<file path="src/rtl/pll_freq_sequencer_if.sv">
// ============================================================================
// pll_freq_sequencer_if : target-divider request handshake (valid/ready)
// Revision: 1.0
// ============================================================================
`default_nettype none

interface pll_freq_sequencer_if;
  logic        req_valid;
  logic        req_ready;
  logic [15:0] req_divn;

  modport master (
    output req_valid,
    output req_divn,
    input  req_ready
  );

  modport slave (
    input  req_valid,
    input  req_divn,
    output req_ready
  );
endinterface

`default_nettype wire

</file>
<file path="src/rtl/pll_freq_sequencer.sv">
// ============================================================================
// pll_freq_sequencer : slews PLL divn toward requested targets, waits for lock,
//                      and converts supply-droop edges into bounded brake pulses
// Revision: 1.0
// ============================================================================
`default_nettype none

module pll_freq_sequencer #(
  parameter int DIVN_RESET   = 100,
  parameter int DIVN_MIN     = 8,
  parameter int DIVN_MAX     = 1023,
  parameter int STEP         = 1,
  parameter int HOLD_CYCLES  = 32,
  parameter int LOCK_TIMEOUT = 4096,
  parameter int BRAKE_PULSE  = 4
) (
  input  logic                       refclk,
  input  logic                       resetn,
  pll_freq_sequencer_if.slave        req,
  input  logic                       droop,
  input  logic                       locked,
  output logic [15:0]                divn,
  output logic                       brake,
  output logic                       busy,
  output logic                       done,
  output logic                       timeout_err
);

  // One counter serves hold, lock-wait and brake timing; size it for the largest.
  localparam int c_max_hl  = (HOLD_CYCLES > LOCK_TIMEOUT) ? HOLD_CYCLES : LOCK_TIMEOUT;
  localparam int c_cnt_max = (c_max_hl > BRAKE_PULSE) ? c_max_hl : BRAKE_PULSE;
  localparam int c_cnt_w   = $clog2(c_cnt_max + 1);

  typedef enum logic [2:0] {
    S_IDLE      = 3'd0,
    S_RAMP      = 3'd1,
    S_HOLD      = 3'd2,
    S_WAIT_LOCK = 3'd3,
    S_BRAKE     = 3'd4
  } state_t;

  state_t               r_state, w_state_nxt;
  logic [15:0]          r_divn, w_divn_nxt;
  logic [15:0]          r_target, w_target_nxt;
  logic [c_cnt_w-1:0]   r_cnt, w_cnt_nxt;
  logic                 r_brake, w_brake_nxt;
  logic                 r_busy, w_busy_nxt;
  logic                 r_done, w_done_nxt;
  logic                 r_terr, w_terr_nxt;
  logic                 r_ready, w_ready_nxt;
  logic                 r_droop_d;

  logic                 w_droop_edge;
  logic                 w_accept;
  logic [15:0]          w_clamped;
  logic signed [16:0]   w_diff;
  logic [16:0]          w_mag;
  logic [16:0]          w_step;
  logic [15:0]          w_ramp_divn;
  logic                 w_cnt_last;

  assign w_droop_edge = droop & ~r_droop_d;
  assign w_accept     = req.req_valid & r_ready;
  assign w_cnt_last   = (r_cnt <= c_cnt_w'(1));

  assign w_clamped = (req.req_divn < 16'(DIVN_MIN)) ? 16'(DIVN_MIN) :
                     (req.req_divn > 16'(DIVN_MAX)) ? 16'(DIVN_MAX) :
                     req.req_divn;

  // 17-bit signed difference: no wrap near 0 or 65535, and the step never overshoots.
  assign w_diff      = $signed({1'b0, r_target}) - $signed({1'b0, r_divn});
  assign w_mag       = w_diff[16] ? 17'(-w_diff) : 17'(w_diff);
  assign w_step      = (w_mag > 17'(STEP)) ? 17'(STEP) : w_mag;
  assign w_ramp_divn = w_diff[16] ? (r_divn - w_step[15:0]) : (r_divn + w_step[15:0]);

  always_ff @(posedge refclk or negedge resetn) begin
    if (!resetn) begin
      r_state   <= S_IDLE;
      r_divn    <= 16'(DIVN_RESET);
      r_target  <= 16'(DIVN_RESET);
      r_cnt     <= '0;
      r_brake   <= 1'b0;
      r_busy    <= 1'b0;
      r_done    <= 1'b0;
      r_terr    <= 1'b0;
      r_ready   <= 1'b0;
      r_droop_d <= 1'b0;
    end else begin
      r_state   <= w_state_nxt;
      r_divn    <= w_divn_nxt;
      r_target  <= w_target_nxt;
      r_cnt     <= w_cnt_nxt;
      r_brake   <= w_brake_nxt;
      r_busy    <= w_busy_nxt;
      r_done    <= w_done_nxt;
      r_terr    <= w_terr_nxt;
      r_ready   <= w_ready_nxt;
      r_droop_d <= droop;
    end
  end

  always_comb begin
    w_state_nxt  = r_state;
    w_divn_nxt   = r_divn;
    w_target_nxt = r_target;
    w_cnt_nxt    = r_cnt;
    w_brake_nxt  = r_brake;
    w_busy_nxt   = r_busy;
    w_done_nxt   = 1'b0;
    w_terr_nxt   = r_terr;

    if (w_droop_edge && (r_state != S_BRAKE)) begin
      // A request arriving on the droop edge is still latched; the brake runs first.
      if ((r_state == S_IDLE) && w_accept) begin
        w_target_nxt = w_clamped;
        w_busy_nxt   = 1'b1;
        w_terr_nxt   = 1'b0;
      end
      w_state_nxt = S_BRAKE;
      w_brake_nxt = 1'b1;
      w_cnt_nxt   = c_cnt_w'(BRAKE_PULSE);
    end else begin
      case (r_state)
        S_IDLE: begin
          if (w_accept) begin
            w_target_nxt = w_clamped;
            w_busy_nxt   = 1'b1;
            w_terr_nxt   = 1'b0;
            if (w_clamped == r_divn) begin
              w_state_nxt = S_WAIT_LOCK;
              w_cnt_nxt   = c_cnt_w'(LOCK_TIMEOUT);
            end else begin
              w_state_nxt = S_RAMP;
            end
          end
        end
        S_RAMP: begin
          w_divn_nxt  = w_ramp_divn;
          w_cnt_nxt   = c_cnt_w'(HOLD_CYCLES);
          w_state_nxt = S_HOLD;
        end
        S_HOLD: begin
          if (w_cnt_last) begin
            if (r_divn == r_target) begin
              w_state_nxt = S_WAIT_LOCK;
              w_cnt_nxt   = c_cnt_w'(LOCK_TIMEOUT);
            end else begin
              w_state_nxt = S_RAMP;
            end
          end else begin
            w_cnt_nxt = r_cnt - c_cnt_w'(1);
          end
        end
        S_WAIT_LOCK: begin
          if (locked) begin
            if (r_divn != r_target) begin
              w_state_nxt = S_RAMP;
            end else begin
              w_state_nxt = S_IDLE;
              w_done_nxt  = r_busy;
              w_busy_nxt  = 1'b0;
            end
          end else if (w_cnt_last) begin
            w_state_nxt  = S_IDLE;
            w_target_nxt = r_divn;
            w_done_nxt   = r_busy;
            w_busy_nxt   = 1'b0;
            if (r_busy) begin
              w_terr_nxt = 1'b1;
            end
          end else begin
            w_cnt_nxt = r_cnt - c_cnt_w'(1);
          end
        end
        S_BRAKE: begin
          if (w_cnt_last) begin
            w_brake_nxt = 1'b0;
            w_state_nxt = S_WAIT_LOCK;
            w_cnt_nxt   = c_cnt_w'(LOCK_TIMEOUT);
          end else begin
            w_cnt_nxt = r_cnt - c_cnt_w'(1);
          end
        end
        default: begin
          w_state_nxt = S_IDLE;
          w_brake_nxt = 1'b0;
        end
      endcase
    end

    w_ready_nxt = (w_state_nxt == S_IDLE);
  end

  assign divn          = r_divn;
  assign brake         = r_brake;
  assign busy          = r_busy;
  assign done          = r_done;
  assign timeout_err   = r_terr;
  assign req.req_ready = r_ready;

endmodule

`default_nettype wire

</file>
<file path="src/flat_wrapper.sv">
// flat-port wrapper written by rule: the top's interface ports become plain ports
module pll_freq_sequencer_flat 
#(
  parameter int DIVN_RESET   = 100,
  parameter int DIVN_MIN     = 8,
  parameter int DIVN_MAX     = 1023,
  parameter int STEP         = 1,
  parameter int HOLD_CYCLES  = 32,
  parameter int LOCK_TIMEOUT = 4096,
  parameter int BRAKE_PULSE  = 4
)
  (refclk, resetn, droop, locked, divn, brake, busy, done, timeout_err, req_req_valid, req_req_divn, req_req_ready);
  pll_freq_sequencer_if req_i ();
  input  logic refclk;
  input  logic resetn;
  input  logic droop;
  input  logic locked;
  output logic [15:0] divn;
  output logic brake;
  output logic busy;
  output logic done;
  output logic timeout_err;
  input wire logic [$bits(req_i.req_valid)-1:0] req_req_valid;
  input wire logic [$bits(req_i.req_divn)-1:0] req_req_divn;
  output wire logic [$bits(req_i.req_ready)-1:0] req_req_ready;
  assign req_i.req_valid = req_req_valid;
  assign req_i.req_divn = req_req_divn;
  assign req_req_ready = req_i.req_ready;
  pll_freq_sequencer #(.DIVN_RESET(DIVN_RESET), .DIVN_MIN(DIVN_MIN), .DIVN_MAX(DIVN_MAX), .STEP(STEP), .HOLD_CYCLES(HOLD_CYCLES), .LOCK_TIMEOUT(LOCK_TIMEOUT), .BRAKE_PULSE(BRAKE_PULSE)) u_core (.refclk(refclk), .resetn(resetn), .req(req_i), .droop(droop), .locked(locked), .divn(divn), .brake(brake), .busy(busy), .done(done), .timeout_err(timeout_err));
endmodule
</file>
<file path="config.mk">
export PLATFORM = sky130hd
export DESIGN_NAME = pll_freq_sequencer_flat
export DESIGN_NICKNAME = d
export VERILOG_FILES = /design/src/rtl/pll_freq_sequencer_if.sv /design/src/rtl/pll_freq_sequencer.sv /design/src/flat_wrapper.sv
export SDC_FILE = /design/constraint.sdc
export NUM_CORES = 1
export LEC_CHECK = 0
export CAP_MARGIN = 20
export CORE_ASPECT_RATIO = 0.75
export CORE_UTILIZATION = 35
export DETAILED_ROUTE_END_ITERATION = 16
export GPL_TIMING_DRIVEN = 0
export MAX_ROUTING_LAYER = met4
export PLACE_DENSITY = 0.52
export SYNTH_ARGS = -nofsm -noshare
export SYNTH_HDL_FRONTEND = slang
export SYNTH_SLANG_ARGS = --single-unit
</file>
<file path="constraint.sdc">
create_clock -name refclk -period 14.8 [get_ports refclk]
set_input_delay 2.22 -clock refclk [delete_from_list [all_inputs] [get_ports refclk]]
set_output_delay 2.22 -clock refclk [all_outputs]
set_load 0.05 [all_outputs]
</file>
==> impl_results.md, run 1 <==
- Status: complete, no violations
- # rows: 37
- Critical Path Max Stage Delay: 0.62 ns
- Slew headroom: 0.2488
- Ports: 42
- CTS buffer count: 5
- EDFF count, synth: 0
- Largest net degree at the start of global routing: 35
- Initial DRC count: 484
- Worst r2r src: u_core.divn[8]
- Initial antenna violation count: 0
- HPWL after detailed placement: 11380 um
- Drt pass-1 iters: 5
- Layout Nets: about 760
- Count of final setup violators: 0
- Most instantiated library cell after synthesis: nand2_1
- Arr. time, crit path: ~8.3 ns
- Peak VDD IR: 100.4 uV
- Post-placement cell count: 885
- Sequential share of the synthesized area: 0.2660
- Cells after Synth: 648
- Vias/cell: 5.728
- Critical Path Start: u_core.divn[8]
- Final Non-Filler Cells: about 890
- Worst Skew: around 0.0069 ns
- Endpoint class of the critical path: flip-flop
- PnR worst setup slack: 6.673 ns
- Startpoint types: flip-flop
- Area fraction of the dominant cell type after synthesis: 0.2352
- Core area: 0.01398 mm2
- Initial Util: 0.3653
- Top post-synthesis cells by count: 75 x nand2_1, 52 x o21ai_0, 51 x nor2_1
- Least-Margin Pin Slew: 1.111 ns
- Maximum clock insertion buffer count: 2
- Post-route setup TNS: 0 ns
- Critical path class: reg -> reg
- Fin crit period: 8.127 ns
- Critical path's slowest cell: a2111oi_0
- Path depth of the worst reg2reg path: 28
- RR Endpoint: u_core.divn[14]
- CTS root buf: clkbuf_16
- Layout area overhead: 16.51%
- Clock latency on the worst-skew pair: roughly 0.3 ns
- Max Clock Freq: 123.0 MHz
- Grt total ovfl: 0
- Pleak: 2.477 nW
- Worst reg2reg setup slack: around 6.7 ns
- First-pass GRT wire length: 24270 um
- Worst Hold Class: reg -> reg
- Critical Path Sink: u_core.divn[14]
- Cts hold-fix bufs: 0
- Layout cells sized above 1: 0.07880
- DIE HEIGHT: ~110 um
- Yosys reg bits: 54
- Gpl congestion: 0.8596
- Worst-path maximum fanout: 10
- Die Span X: 141.5 um
- CTS-repair resized insts: 0
- IO Port Bufs: 41
- Total wire length: 14420 um
- Final Cycle Share: 0.5491
- Via count: about 5k
- CTS tree: yes
- Avg Inst Size Synth: about 7.9 um2
- GRT Total Usage: 0.2068
- CTS clock-pin slew for the worst setup and hold paths: 0.07 ns
- Postcts setup bufs: 0
- WP data required: 15.00 ns
- ANT cells: 0
- Post-Syn Nets: just over 700
- Final Hold Fails: 0
- Dpl ws: 6.858 ns
- Most used DFF post-synth: dfrtp_1
- PwrDens: 265.5 mW/mm2
- Routed Antenna Nets: 0
- Routed len/inst: approximately 16 um
- Slew Limit Fails: 0
- Yosys warns: 0
- Die area: around 0.015 mm2
- Cell mode on critical path: o21ai_0
- CTS Sinks: 54
- Cell Area, Synth: 0.005107 mm2
- Drc violations: 0
- Post-synthesis async set-or-reset flop share: 1.000
- Number of max-cap violations: 0
- Dominant cell type by area after synthesis: dfrtp_1
- Largest cells by area after synthesis: dfrtp_1 24%, ha_1 8.6%, nand2_1 5.5%, o21ai_0 5.1%, nor2_1 3.7%
- H-tree depth: 2
- HP Start: u_core.r_target[6]
- Vias in the first global route: 4812
- Unrepaired setup endpoints after global routing: false
- Post-synth cell types: 84
==> registers in the layout, indices dropped and copies added, names as in the netlist <==
signal                count
u_core.r_target          16
u_core.r_droop_d          1
u_core.req.req_ready      1
u_core.busy               1
u_core.timeout_err        1
u_core.r_state            3
u_core.brake              1
u_core.done               1
u_core.divn              16
u_core.r_cnt             13
==> stage by stage <==
step           hold WS (ns)  utilization  instance area, um2  total power [mW]
4_1_cts              0.4849       0.4256                5951             1.574
2_1_floorplan        0.4477            -                5107             1.157
3_5_place_dp         0.4678       0.4137                5784             1.429
6_report             0.4815       0.4256                5951             1.580
5_1_grt              0.4982       0.4256                5951             1.740
3_3_place_gp         0.4682       0.4121                5762             1.411
==> placed cells by master (no fill, tap or decap), types with 4 or more instances in the layout <==
master and n:
or4_1 4, nor3_1 25, clkbuf_1 17, dfrtp_1 48, and3_1 7, o22ai_1 9
o2bb2ai_1 5, inv_1 41, a21o_1 9, mux2i_1 10, a2111oi_0 5, xnor2_1 18
or3_1 8, nand3b_1 5, o31ai_1 11, nor4b_1 5, dfstp_2 6, o211ai_1 4
nand2b_1 21, nor2b_1 8, nor2_1 51, o21a_1 9, a21oi_1 31, xor2_1 8
clkbuf_16 5, ha_1 35, nor4_1 7, nand3_1 18, clkdlybuf4s50_1 40, nand2_1 75
or2_2 11, a31oi_1 9, o21ai_0 52
==> how the worst min path moves through the flow <==
stage	slack [ns]	depth (start not counted)	end
after global placement	0.47	2	u_core.r_target[10]
after global routing	0.50	2	u_core.r_target[6]
after detailed placement	0.47	2	u_core.brake
after floorplan	0.45	1	u_core.r_cnt[10]
after CTS	0.48	2	u_core.brake
final	0.48	2	u_core.r_target[6]
==> kinds of logic after synthesis <==
| family | Yosys count | synth area share |
|---|---|---|
| mux | 13 | 0.02621 |
| simple gates | 268 | 0.2714 |
| compound gates | 186 | 0.2464 |
| flops | 54 | 0.2660 |
| buf+inv | 63 | 0.05095 |
| xor+xnor | 26 | 0.04459 |
| fa+ha+maj | 37 | 0.09358 |
| other cells | 1 | 0.0007342 |
==> critical path: cells and delay by family, from the launching register on <==
family	cells	cell delay (ns)
AO/OA/AOI/OAI	15	4.32
adder cells (fa/ha/maj)	3	1.02
buffers and inverters	3	0.33
flip-flops	1	0.50
AND/OR/NAND/NOR	7	1.83
==> metal layers <==
layer,share of wire,wire length [um],vias up,global-route usage
li1,-,-,2479,-
met1,0.52,7530,2451,0.3043
met2,0.41,5978,167,0.3030
met3,0.054,774,18,0.02769
met4,0.0094,136,0,0.03840
met5,0,0,-,-
==> power breakdown <==
group	switching (mW)	internal (mW)
clock	0.0580	0.0801
combinational	0.714	0.457
sequential	0.0620	0.209
==> final cells by class <==
cell class              instances  area (um2)
multi-input cells             531        3488
fillers                      1415        8030
inverters                      41       153.9
flip-flops and latches         54        1359
clock buffers                   6       128.9
clock inverters                 2       37.54
plain buffers                  22       106.4
repair buffers                 42       432.9
well taps                     195       244.0
No activity file was read; power rests on OpenSTA's default activity.
==> inputs of run 2 (changes only) <==
==> constraint.sdc (replaced) <==
create_clock -name refclk -period 7.8 [get_ports refclk]
set_input_delay 1.17 -clock refclk [delete_from_list [all_inputs] [get_ports refclk]]
set_output_delay 1.17 -clock refclk [all_outputs]
set_load 0.05 [all_outputs]
==> run 2 against run 1 <==
Compared with the run above: routed wire length increased by 0.67%; final area up 1.4%; global-route usage stayed put; setup slack got worse by 6.2 ns; flip-flop and latch count is the same; die area unchanged; cell count up 0.11%; non-clock buffer count increased by 1; sequential share of layout area is 0.31 points lower; clock skew hardly changed; count of clock-buffer cells in the layout unchanged; via count is 0.12% higher; critical path type unchanged; critical endpoint unchanged; highest routed layer unchanged.
==> impl_results.md, run 2 (synthesized netlist as in run 1, its figures left out) <==
- Most frequent cells in the layout: 74 x nand2_1, 50 x nor2_1, 50 x o21ai_0 (was 75 x nand2_1, 52 x o21ai_0, 51 x nor2_1)
- GRT Total Usage: 0.2068 (unchanged)
- Number of max-cap violations: 0 (unchanged)
- # rows: 37 (unchanged)
- DIE HEIGHT: 106.6 um (unchanged)
- Worst Skew: 0.006843 ns (was 0.006878 ns)
- CTS root buf: clkbuf_16 (unchanged)
- Drt pass-1 iters: 5 (unchanged)
- Final Cycle Share: 0.9392 (was 0.5491)
- Initial antenna violation count: 0 (unchanged)
- Count of final setup violators: 0 (unchanged)
- Startpoint types: flip-flop (unchanged)
- Clock latency on the worst-skew pair: 0.30 ns (about the same)
- Gpl congestion: 0.8596 (unchanged)
- Die Span X: 141.5 um (unchanged)
- Layout Nets: 756 (was 755)
- Vias/cell: 5.728 (about the same)
- WP data required: 8.00 ns (was 15.00 ns)
- Post-route setup TNS: 0 ns (unchanged)
- Post-route design area: 0.006032 mm2 (was 0.005951 mm2)
- Die area: 0.01508 mm2 (unchanged)
- Layout cells sized above 1: 0.09442 (was 0.07880)
- Slew headroom: 0.4285 (was 0.2488)
- IO Port Bufs: 41 (unchanged)
- Vias in the first global route: 4812 (unchanged)
- CTS clock-pin slew for the worst setup and hold paths: 0.08 ns (was 0.07 ns)
- Initial Util: 0.3653 (unchanged)
- Worst-path maximum fanout: 9 (was 10)
- Critical path's slowest cell: or4_1 (was a2111oi_0)
- Slew Limit Fails: 0 (unchanged)
- Routed Antenna Nets: 0 (unchanged)
- Total wire length: 14520 um (was 14420 um)
- Endpoint class of the critical path: flip-flop (unchanged)
- CTS Sinks: 54 (unchanged)
- CTS buffer count: 5 (unchanged)
- First-pass GRT wire length: 24270 um (unchanged)
- Routed len/inst: 16.24 um (was 16.15 um)
- Drc violations: 0 (unchanged)
- Fin crit period: 7.326 ns (was 8.127 ns)
- Via count: 5121 (was 5115)
- Cell mode on critical path: o21ai_0 (unchanged)
- HPWL after detailed placement: 11380 um (unchanged)
- H-tree depth: 2 (unchanged)
- Max Clock Freq: 136.5 MHz (was 123.0 MHz)
- Final Hold Fails: 0 (unchanged)
- Least-Margin Pin Slew: 0.8572 ns (was 1.111 ns)
- Initial DRC count: 428 (was 484)
- Status: complete, no violations (unchanged)
- Worst Hold Class: reg -> reg (unchanged)
- ANT cells: 0 (unchanged)
- Core area: 0.01398 mm2 (unchanged)
- Ports: 42 (unchanged)
- CTS tree: yes (unchanged)
- Largest net degree at the start of global routing: 35 (unchanged)
- DP Area: 0.005784 mm2 (unchanged)
- Grt total ovfl: 0 (unchanged)
- Maximum clock insertion buffer count: 2 (unchanged)
- Commonest non-fill, non-tap cell in the layout: nand2_1 (unchanged)
- Critical path class: reg -> reg (unchanged)
- Layout area overhead: 18.10% (was 16.51%)
- Critical Path Max Stage Delay: 0.48 ns (was 0.62 ns)
- Arr. time, crit path: 7.52 ns (was 8.32 ns)
==> run 2: repair_timing <==
item / CTS / global route
endpoints found under the setup margin: 1 / 4
pin swaps: 0 / 3
hold buffers: 0 / 0
buffers inserted: 0 / 1
gates resized for setup: 2 / 16
==> run 2: area by class of cell <==
cell class / instances / area (um2)
repair buffers: 43 / 440.4
multi-input cells: 531 / 3562
clock buffers: 6 / 128.9
well taps: 195 / 244.0
inverters: 41 / 153.9
fillers: 1406 / 7949
flip-flops and latches: 54 / 1359
plain buffers: 22 / 106.4
clock inverters: 2 / 37.54
==> run 2: per-layer routing <==
metal / track usage / share of wire
met1: 0.3043 / 0.52
met2: 0.3030 / 0.42
met3: 0.02769 / 0.048
met4: 0.03840 / 0.0076
met5: - / 0
==> run 2: worst max-delay path, delay by kind of cell (launching register included) <==
| kind | cells | cell delay [ns] |
|---|---|---|
| adder cells (fa/ha/maj) | 4 | 1.33 |
| XOR/XNOR | 1 | 0.20 |
| buffers and inverters | 2 | 0.26 |
| flip-flops | 1 | 0.47 |
| AND/OR/NAND/NOR | 6 | 1.66 |
| AO/OA/AOI/OAI | 15 | 3.28 |
==> run 2: through the flow <==
step / setup WS (ns) / utilization / instances / hold WS (ns)
after global routing: -0.01298 / 0.4314 / 894 / 0.4982
after detailed placement: -0.1419 / 0.4137 / 885 / 0.4678
after floorplan: 0.9794 / - / 648 / 0.4477
after global placement: -0.06752 / 0.4121 / 884 / 0.4682
after CTS: 0.04969 / 0.4257 / 893 / 0.4849
final: 0.4742 / 0.4314 / 894 / 0.4809
==> run 2: path summary, 6_finish.rpt <==
kind | start | depth (start not counted) | end | slack [ns]
max | u_core.divn[0] | 28 | u_core.divn[14] | 0.47
min | u_core.r_target[6] | 2 | u_core.r_target[6] | 0.48
max reg2reg | u_core.divn[0] | 28 | u_core.divn[14] | 0.47
min reg2reg | u_core.r_target[6] | 2 | u_core.r_target[6] | 0.48
max in group asynchronous | resetn | 2 | u_core.r_target[2] | 6.13
min in group asynchronous | resetn | 1 | u_core.r_cnt[1] | 0.98
Power of run 2 is left out: the tool's default activity adds up to more than one toggle a clock period on the data nets, which glitch-free logic cannot reach.
==> inputs of run 3 (changes only) <==
--- a/config.mk
+++ b/config.mk
@@ -12,6 +12,7 @@
 export GPL_TIMING_DRIVEN = 0
 export MAX_ROUTING_LAYER = met4
 export PLACE_DENSITY = 0.52
+export SLEW_MARGIN = 20
 export SYNTH_ARGS = -nofsm -noshare
 export SYNTH_HDL_FRONTEND = slang
 export SYNTH_SLANG_ARGS = --single-unit
==> run 3 against run 2 <==
Compared with the run above: critical path depth decreased by 1; largest cell class unchanged; core utilization rose by 0.054 points; first-iteration DRC count decreased by 2.8%; die area unchanged; highest routed layer unchanged; fmax up 0.36%; non-clock buffer count is 1 higher; routed wire length rose by 0.33%; flip-flop and latch count stayed put; via count down 1.2%; clock skew rose by 0.0015 ns; hold slack improved by 0.0056 ns; final area is 0.12% higher.
==> impl_results.md, run 3 (synthesized netlist as in run 1, its figures left out) <==
- Startpoint types: flip-flop (unchanged)
- Count of final setup violators: 0 (unchanged)
- Path depth of the worst reg2reg path: 27 (was 28)
- Routed Antenna Nets: 0 (unchanged)
- Final core occ: 0.4320 (was 0.4314)
- Fin Hold WS: 0.4864 ns (was 0.4809 ns)
- Ports: 42 (unchanged)
- Status: complete, no violations (unchanged)
- Layout area overhead: 18.25% (was 18.10%)
- Initial antenna violation count: 0 (unchanged)
- CTS buffer count: 5 (unchanged)
- Core area: 0.01398 mm2 (unchanged)
- Area occupied by multi-input gates: 0.003560 mm2 (was 0.003562 mm2)
- Final Cycle Share: 0.9358 (was 0.9392)
- Most frequent cells in the layout: 75 x nand2_1, 50 x nor2_1, 50 x o21ai_0 (was 74 x nand2_1, 50 x nor2_1, 50 x o21ai_0)
- HP Start: u_core.brake (was u_core.r_target[6])
- Final Non-Filler Cells: 895 (was 894)
- Arr. time, crit path: 7.49 ns (was 7.52 ns)
- Fill cell count: 1435 (was 1406)
- Die area: 0.01508 mm2 (unchanged)
- Hold EP: u_core.brake (was u_core.r_target[6])
- RR Endpoint: u_core.divn[14] (unchanged)
- Critical path's slowest cell: dfstp_2 (was or4_1)
- Dpl ws: -0.09511 ns (was -0.1419 ns)
- Layout Nets: 757 (was 756)
- Cts hold-fix bufs: 0 (unchanged)
- CTS Sinks: 54 (unchanged)
- Clock latency on the worst-skew pair: 0.30 ns (about the same)
- Slew Limit Fails: 0 (unchanged)
- DIE HEIGHT: 106.6 um (unchanged)
- H-tree depth: 2 (unchanged)
- Largest net degree at the start of global routing: 41 (was 35)
- Drt pass-1 iters: 5 (unchanged)
- Drc violations: 0 (unchanged)
- Critical Path Max Stage Delay: 0.61 ns (was 0.48 ns)
- Vias/cell: 5.654 (was 5.728)
- Seq. cell area: 0.001359 mm2 (unchanged)
- Layout cells sized above 1: 0.09429 (was 0.09442)
- Worst Skew: 0.008374 ns (was 0.006843 ns)
- Via count: 5060 (was 5121)
- Worst r2r src: u_core.divn[5] (was u_core.divn[0])
- Gpl congestion: 0.8596 (unchanged)
- Worst Hold Depth: 2 (unchanged)
- Slew headroom: 0.4218 (was 0.4285)
- PnR worst setup slack: 0.5006 ns (was 0.4742 ns)
- Least-Margin Pin Slew: 0.8607 ns (was 0.8572 ns)
- Worst Hold Class: reg -> reg (unchanged)
- Routed len/inst: 16.27 um (was 16.24 um)
- Grt total ovfl: 0 (unchanged)
- Worst-path maximum fanout: 7 (was 9)
- Final Hold Fails: 0 (unchanged)
- Vias in the first global route: 4763 (was 4812)
- Maximum clock insertion buffer count: 2 (unchanged)
- Critical path class: reg -> reg (unchanged)
- Initial DRC count: 416 (was 428)
- Fin crit period: 7.299 ns (was 7.326 ns)
- Endpoint class of the critical path: flip-flop (unchanged)
- IO Port Bufs: 41 (unchanged)
- ANT cells: 0 (unchanged)
- First-pass GRT wire length: 24240 um (was 24270 um)
- Number of max-cap violations: 0 (unchanged)
- Max Clock Freq: 137.0 MHz (was 136.5 MHz)
- CTS clock-pin slew for the worst setup and hold paths: 0.08 ns (about the same)
- CTS tree: yes (unchanged)
- WP data required: 7.99 ns (was 8.00 ns)
- HPWL after detailed placement: 11320 um (was 11380 um)
- CTS root buf: clkbuf_16 (unchanged)
- Initial Util: 0.3653 (unchanged)
- Die Span X: 141.5 um (unchanged)
- Cell mode on critical path: o21ai_0 (unchanged)
- # rows: 37 (unchanged)
- Worst reg2reg setup slack: 0.50 ns (was 0.47 ns)
- Post-placement cell count: 885 (unchanged)
- Commonest non-fill, non-tap cell in the layout: nand2_1 (unchanged)
- Unrepaired setup endpoints after global routing: false
- GRT Total Usage: 0.2070 (was 0.2068)
- Total wire length: 14560 um (was 14520 um)
## run 3: timing repair
item	4_1_cts	5_1_grt
gates cloned	0	0
pin swaps	0	4
resized for setup	2	14
setup endpoints to repair	1	4
buffers inserted	0	2
## run 3: worst max-delay path, delay by kind of cell, from the launching register on
| family | cells | cell delay (ns) |
|---|---|---|
| and+or+nand+nor | 8 | 2.05 |
| adders and majority gates | 3 | 1.06 |
| DFF | 1 | 0.61 |
| buffers and inverters | 2 | 0.17 |
| AOI/OAI and AO/OA | 14 | 3.31 |
## run 3: worst max path at each step
stage                         startpoint         endpoint
after floorplan           u_core.divn[0]  u_core.divn[14]
after global placement    u_core.divn[8]  u_core.divn[14]
after detailed placement  u_core.divn[8]  u_core.divn[14]
after CTS                 u_core.divn[0]  u_core.divn[14]
after global routing      u_core.divn[0]  u_core.divn[14]
final                     u_core.divn[5]  u_core.divn[14]
## run 3: area by class of cell
cell class,instances,share of cell area
Buffer,22,0.01761
Clock buffer,6,0.02134
Clock inverter,2,0.006215
Inverter,41,0.02548
Multi-Input combinational cell,531,0.5894
Sequential cell,54,0.2250
Tap cell,195,0.04040
Timing Repair Buffer,44,0.07458
## run 3: layer usage
metal / GRT usage / wire length, um
met5: - / 0
met4: 0.04224 / 191
met3: 0.02858 / 634
met2: 0.2963 / 5904
met1: 0.3081 / 7833
## run 3: per-stage QoR
stage / TNS [ns] / area, um2
after CTS: 0 / 5954
final: 0 / 6040
after detailed placement: -0.09511 / 5787
after global routing: 0 / 6040
after floorplan: 0 / 5107
after global placement: -0.06752 / 5762
Power of run 3 is left out for the same reason.
